--- src/rtl/tdm_mux4.sv ---
// Four-lane time-division multiplexer: snapshots {D,C,B,A} at each frame start and
// serialises the snapshot onto data/sel, one lane per DIV-cycle slot.
module tdm_mux4 #(
  parameter int unsigned DIV = 1
) (
  input  logic       clk,
  input  logic       rst,
  input  logic       en,
  input  logic       A,
  input  logic       B,
  input  logic       C,
  input  logic       D,
  output logic       data,
  output logic [1:0] sel,
  output logic       frame,
  output logic       active
);

  localparam int unsigned PW = (DIV < 1) ? 1 : $clog2(DIV + 1);
  localparam logic [PW-1:0] PRE_LAST = PW'(DIV - 1);

  typedef enum logic {
    IDLE = 1'b0,
    RUN  = 1'b1
  } state_t;

  state_t        r_state;
  logic [3:0]    r_snap;
  logic [PW-1:0] r_pre;
  logic [1:0]    r_slot;
  logic          r_data;
  logic          r_frame;
  logic          r_active;

  state_t        w_state_nx;
  logic [3:0]    w_snap_nx;
  logic [PW-1:0] w_pre_nx;
  logic [1:0]    w_slot_nx;
  logic [1:0]    w_slot_inc;
  logic          w_data_nx;
  logic          w_frame_nx;
  logic          w_active_nx;

  assign w_slot_inc = r_slot + 2'd1;

  // NOTE: every next-state signal gets a default before the case so no path leaves it unassigned (no latch).
  always_comb begin
    w_state_nx  = r_state;
    w_snap_nx   = r_snap;
    w_pre_nx    = r_pre;
    w_slot_nx   = r_slot;
    w_data_nx   = r_data;
    w_frame_nx  = 1'b0;
    w_active_nx = r_active;
    case (r_state)
      IDLE: begin
        w_pre_nx    = '0;
        w_slot_nx   = 2'd0;
        w_data_nx   = 1'b0;
        w_active_nx = 1'b0;
        if (en) begin
          w_state_nx  = RUN;
          w_snap_nx   = {D, C, B, A};
          w_data_nx   = A;
          w_frame_nx  = 1'b1;
          w_active_nx = 1'b1;
        end
      end
      RUN: begin
        if (r_pre == PRE_LAST) begin
          w_pre_nx = '0;
          if (r_slot != 2'd3) begin
            w_slot_nx = w_slot_inc;
            w_data_nx = r_snap[w_slot_inc];
          end else if (en) begin
            // Back-to-back frame: fresh snapshot, no idle gap.
            w_snap_nx  = {D, C, B, A};
            w_slot_nx  = 2'd0;
            w_data_nx  = A;
            w_frame_nx = 1'b1;
          end else begin
            w_state_nx  = IDLE;
            w_slot_nx   = 2'd0;
            w_data_nx   = 1'b0;
            w_active_nx = 1'b0;
          end
        end else begin
          w_pre_nx = r_pre + PW'(1);
        end
      end
      default: w_state_nx = IDLE;
    endcase
  end

  // NOTE: sequential state uses non-blocking assignments so all registers update from pre-edge values.
  always_ff @(posedge clk or posedge rst) begin
    if (rst) begin
      r_state  <= IDLE;
      r_snap   <= 4'd0;
      r_pre    <= '0;
      r_slot   <= 2'd0;
      r_data   <= 1'b0;
      r_frame  <= 1'b0;
      r_active <= 1'b0;
    end else begin
      r_state  <= w_state_nx;
      r_snap   <= w_snap_nx;
      r_pre    <= w_pre_nx;
      r_slot   <= w_slot_nx;
      r_data   <= w_data_nx;
      r_frame  <= w_frame_nx;
      r_active <= w_active_nx;
    end
  end

  assign data   = r_data;
  assign sel    = r_slot;
  assign frame  = r_frame;
  assign active = r_active;

endmodule

--- config.mk ---
export PLATFORM = sky130hd
export DESIGN_NAME = tdm_mux4
export DESIGN_NICKNAME = d
export VERILOG_FILES = /design/src/rtl/tdm_mux4.sv
export SDC_FILE = /design/constraint.sdc
export NUM_CORES = 1
export LEC_CHECK = 0
export CAP_MARGIN = 20
export CORE_MARGIN = 4
export CORE_UTILIZATION = 30
export DETAILED_ROUTE_END_ITERATION = 12
export HOLD_SLACK_MARGIN = 0.05
export SYNTH_ARGS = -nofsm -noshare
export SYNTH_HDL_FRONTEND = slang
export SYNTH_SLANG_ARGS = --single-unit
--- constraint.sdc ---
create_clock -name clk -period 1.8 [get_ports clk]
set_input_delay 0.27 -clock clk [delete_from_list [all_inputs] [get_ports clk]]
set_output_delay 0.27 -clock clk [all_outputs]
set_load 0.005 [all_outputs]
==> out/qor.yml, run 1 <==
place:
  port_buffers: 11
  gp_congestion: 0.827
timing:
  hold_slack_ns: 0.286
  worstMarginPinSlew_ns: 0.378
  slew_violations: 0
  tns_ns: 0
  clock_skew_ns: 0.000803
  max_freq_mhz: 650
  hold_viol_final: 0
  timing.final.crit_share: 0.855
  relSlewSlack: 0.748
  final.min_clock_period_ns: 1.54
  rsz0062_at_grt: "false"
  setup_viol: 0
pwr:
  power_w: 0.00104
  leakage_nw: 0.294
  ir_worst_vdd_mv: 0.795
  powerDensity_nw_per_um2: 1720
critical_path:
  crit_start: "sel[0]"
  slowest_stage: "clkdlybuf4s50_1"
  cp_data_required_time_ns: 1.53
  ff2ff_path_depth: 4
  worst-setup-path-type: "flop to output port"
  cp_cell_sequence: "clkdlybuf4s50_1"
  slowest_delay_ns: 0.55
  r2r-start: "sel[0]"
  cpLargestDelayFamily: "buffers and inverters"
  setup.worst_path.end: "sel[0]"
  worstSetupStartpointType: "flop"
  arrival_ns: 1.27
  r2r_setup_slack_ns: 0.36
  cp.depth: 1
  cp_max_fo: 6
  reg2reg_to: "r_snap[3]"
  crit_buf_inv: 1
  critPathCaptureType: "output port"
routing:
  drt-initial-drc-count: 0
  met3_length_um: 90
  avgRoutedWirePerCell_um: 12.6
  wl_met1_um: 364
  routed-wl-met2_um: 340
  vias_per_cell: 4.56
  vias: 287
  routed.top_layer: "met3"
  drc_errors: 0
  antenna_left: 0
  routed_wl_um: 795
  firstDrtPassIters: 1
global_route:
  grt_pass1_vias: 297
  grt_pass1_wl_um: 1320
  grt_antenna_before_repair: 0
  grt_overflow: 0
  track_usage: 0.0935
  grt_max_degree: 11
cts:
  cts_resized: 0
  cts_tree: "done"
  cts_sinks: 10
  cts_hold_buf: 0
  cts.clk_slew.worst_paths_ns: 0.06
  clock_path_buffers: 2
  postCtsSetupBuffers: 0
  cts_root_buf: "clkbuf_4"
  cts-buffers-inserted: 3
  cts_max_level: 1
  insertion_delay_ns: 0.26
logic_synthesis:
  synthCells: 33
  ys_seq_area_frac: 0.565
  synth-seq-cells: 10
  syn-num-nets: 42
  yosysWarnings: 0
  synth_top_area_frac: 0.565
  synth_area_per_cell_um2: 13.4
  synth_top_area_cell: "dfrtp_1"
  yosysUniqueCellTypes: 16
  ys_top_cells_by_area: "dfrtp_1 (56%), mux2_4 (10%), ha_1 (5.6%), and2_1 (2.8%), nand2b_1 (2.8%)"
  netlist_area_um2: 443
die:
  io_pins: 12
  die_w_um: 46.4
  fp-row-count: 13
  die-area_um2: 2160
  coreArea_um2: 1350
  start_util: 0.328
  die_h_um: 46.4
finish:
  antennaDiodeCount: 0
  fin_nets: 58
  drive_gt1_frac: 0.188
  post-route-util: 0.450
  fillers: 127
  area_growth_pct: 37.3
flow_run:
  cap_violations: 0
run_status:
  status: "finished, final reports clean"
min_path:
  hp-class: "input port to asynchronous set/reset pin"
## placed cells by master (no fill, tap or decap), types with 2 or more instances in the layout
master           count
and2_1               2
clkbuf_4             3
clkdlybuf4s50_1     11
dfrtp_1             10
ha_1                 2
inv_1                2
mux2_4               3
nand2b_1             2
nand3_1              2
nor2_1               2
## layer usage
metal | vias to the layer above | global-route usage
met5 | - | 0
met4 | 0 | 0.0341
met3 | 0 | 0.0664
met2 | 12 | 0.132
met1 | 133 | 0.110
li1 | 142 | -
## layout make-up
class	count	area (um2)	area share
tap	15	18.8	0.0309
clock buffer	4	36.3	0.0597
inverter	2	7.51	0.0123
multi-input combinational	21	185	0.305
sequential	10	250	0.412
timing repair buffer	11	110	0.181
## sequential cells by signal, indices dropped and copies added (netlist names)
register and cells:
frame 1, sel 2, active 1, r_state 1, data 1, r_snap 4
## cell usage after synthesis, drive strengths merged
| cell | n |
|---|---|
| dfrtp | 10 |
| nor2 | 2 |
| mux2i | 1 |
| nand3 | 2 |
| nand2b | 3 |
| a21oi | 1 |
| inv | 2 |
| a21bo | 1 |
| mux2 | 4 |
| and2 | 2 |
| ha | 2 |
| o311ai | 1 |
| and2b | 1 |
| nand2 | 1 |
## how the worst min path moves through the flow
stage	startpoint	endpoint	slack (ns)	cells past startpoint
after global placement	r_snap[0]	r_snap[0]	0.48	1
after detailed placement	r_snap[0]	r_snap[0]	0.47	1
after global routing	rst	frame	0.31	2
after floorplan	rst	active	0.11	1
after CTS	rst	frame	0.29	2
final	rst	frame	0.29	2
## metrics by stage
step	cells	instance area, um2	setup WS (ns)
final	63	608	0.262
after CTS	63	608	0.246
after detailed placement	59	572	0.352
after global placement	59	572	0.415
after global routing	63	608	0.213
after floorplan	33	443	0.429
## cell families (layout without fill, tap and decap cells)
family	Yosys count	count (layout)	share of synthesized area
AOI/OAI and AO/OA	3	3	0.0537
adders and majority gates	2	2	0.0565
buffers and inverters	2	17	0.0170
DFF	10	10	0.565
muxes	5	5	0.150
and+or+nand+nor	11	11	0.158
## where the power goes
part / switching (W) / leakage (nW) / internal (W)
Sequential: 0.0000826 / 0.119 / 0.000334
Combinational: 0.000159 / 0.153 / 0.000275
Clock: 0.0000711 / 0.0210 / 0.000123
(Power assumes the default switching activity.)
==> run 2, diff against run 1 <==
Settings changed: GPL_ROUTABILITY_DRIVEN set to 0.
==> results of run 2 <==
Final layout, timing and power as in run 1 (identical DEF).
==> run 3, diff against run 2 <==
Settings changed: PLACE_DENSITY set to 0.6, TNS_END_PERCENT set to 100.
==> results of run 3 <==
Final layout, timing and power as in run 1 (identical DEF).
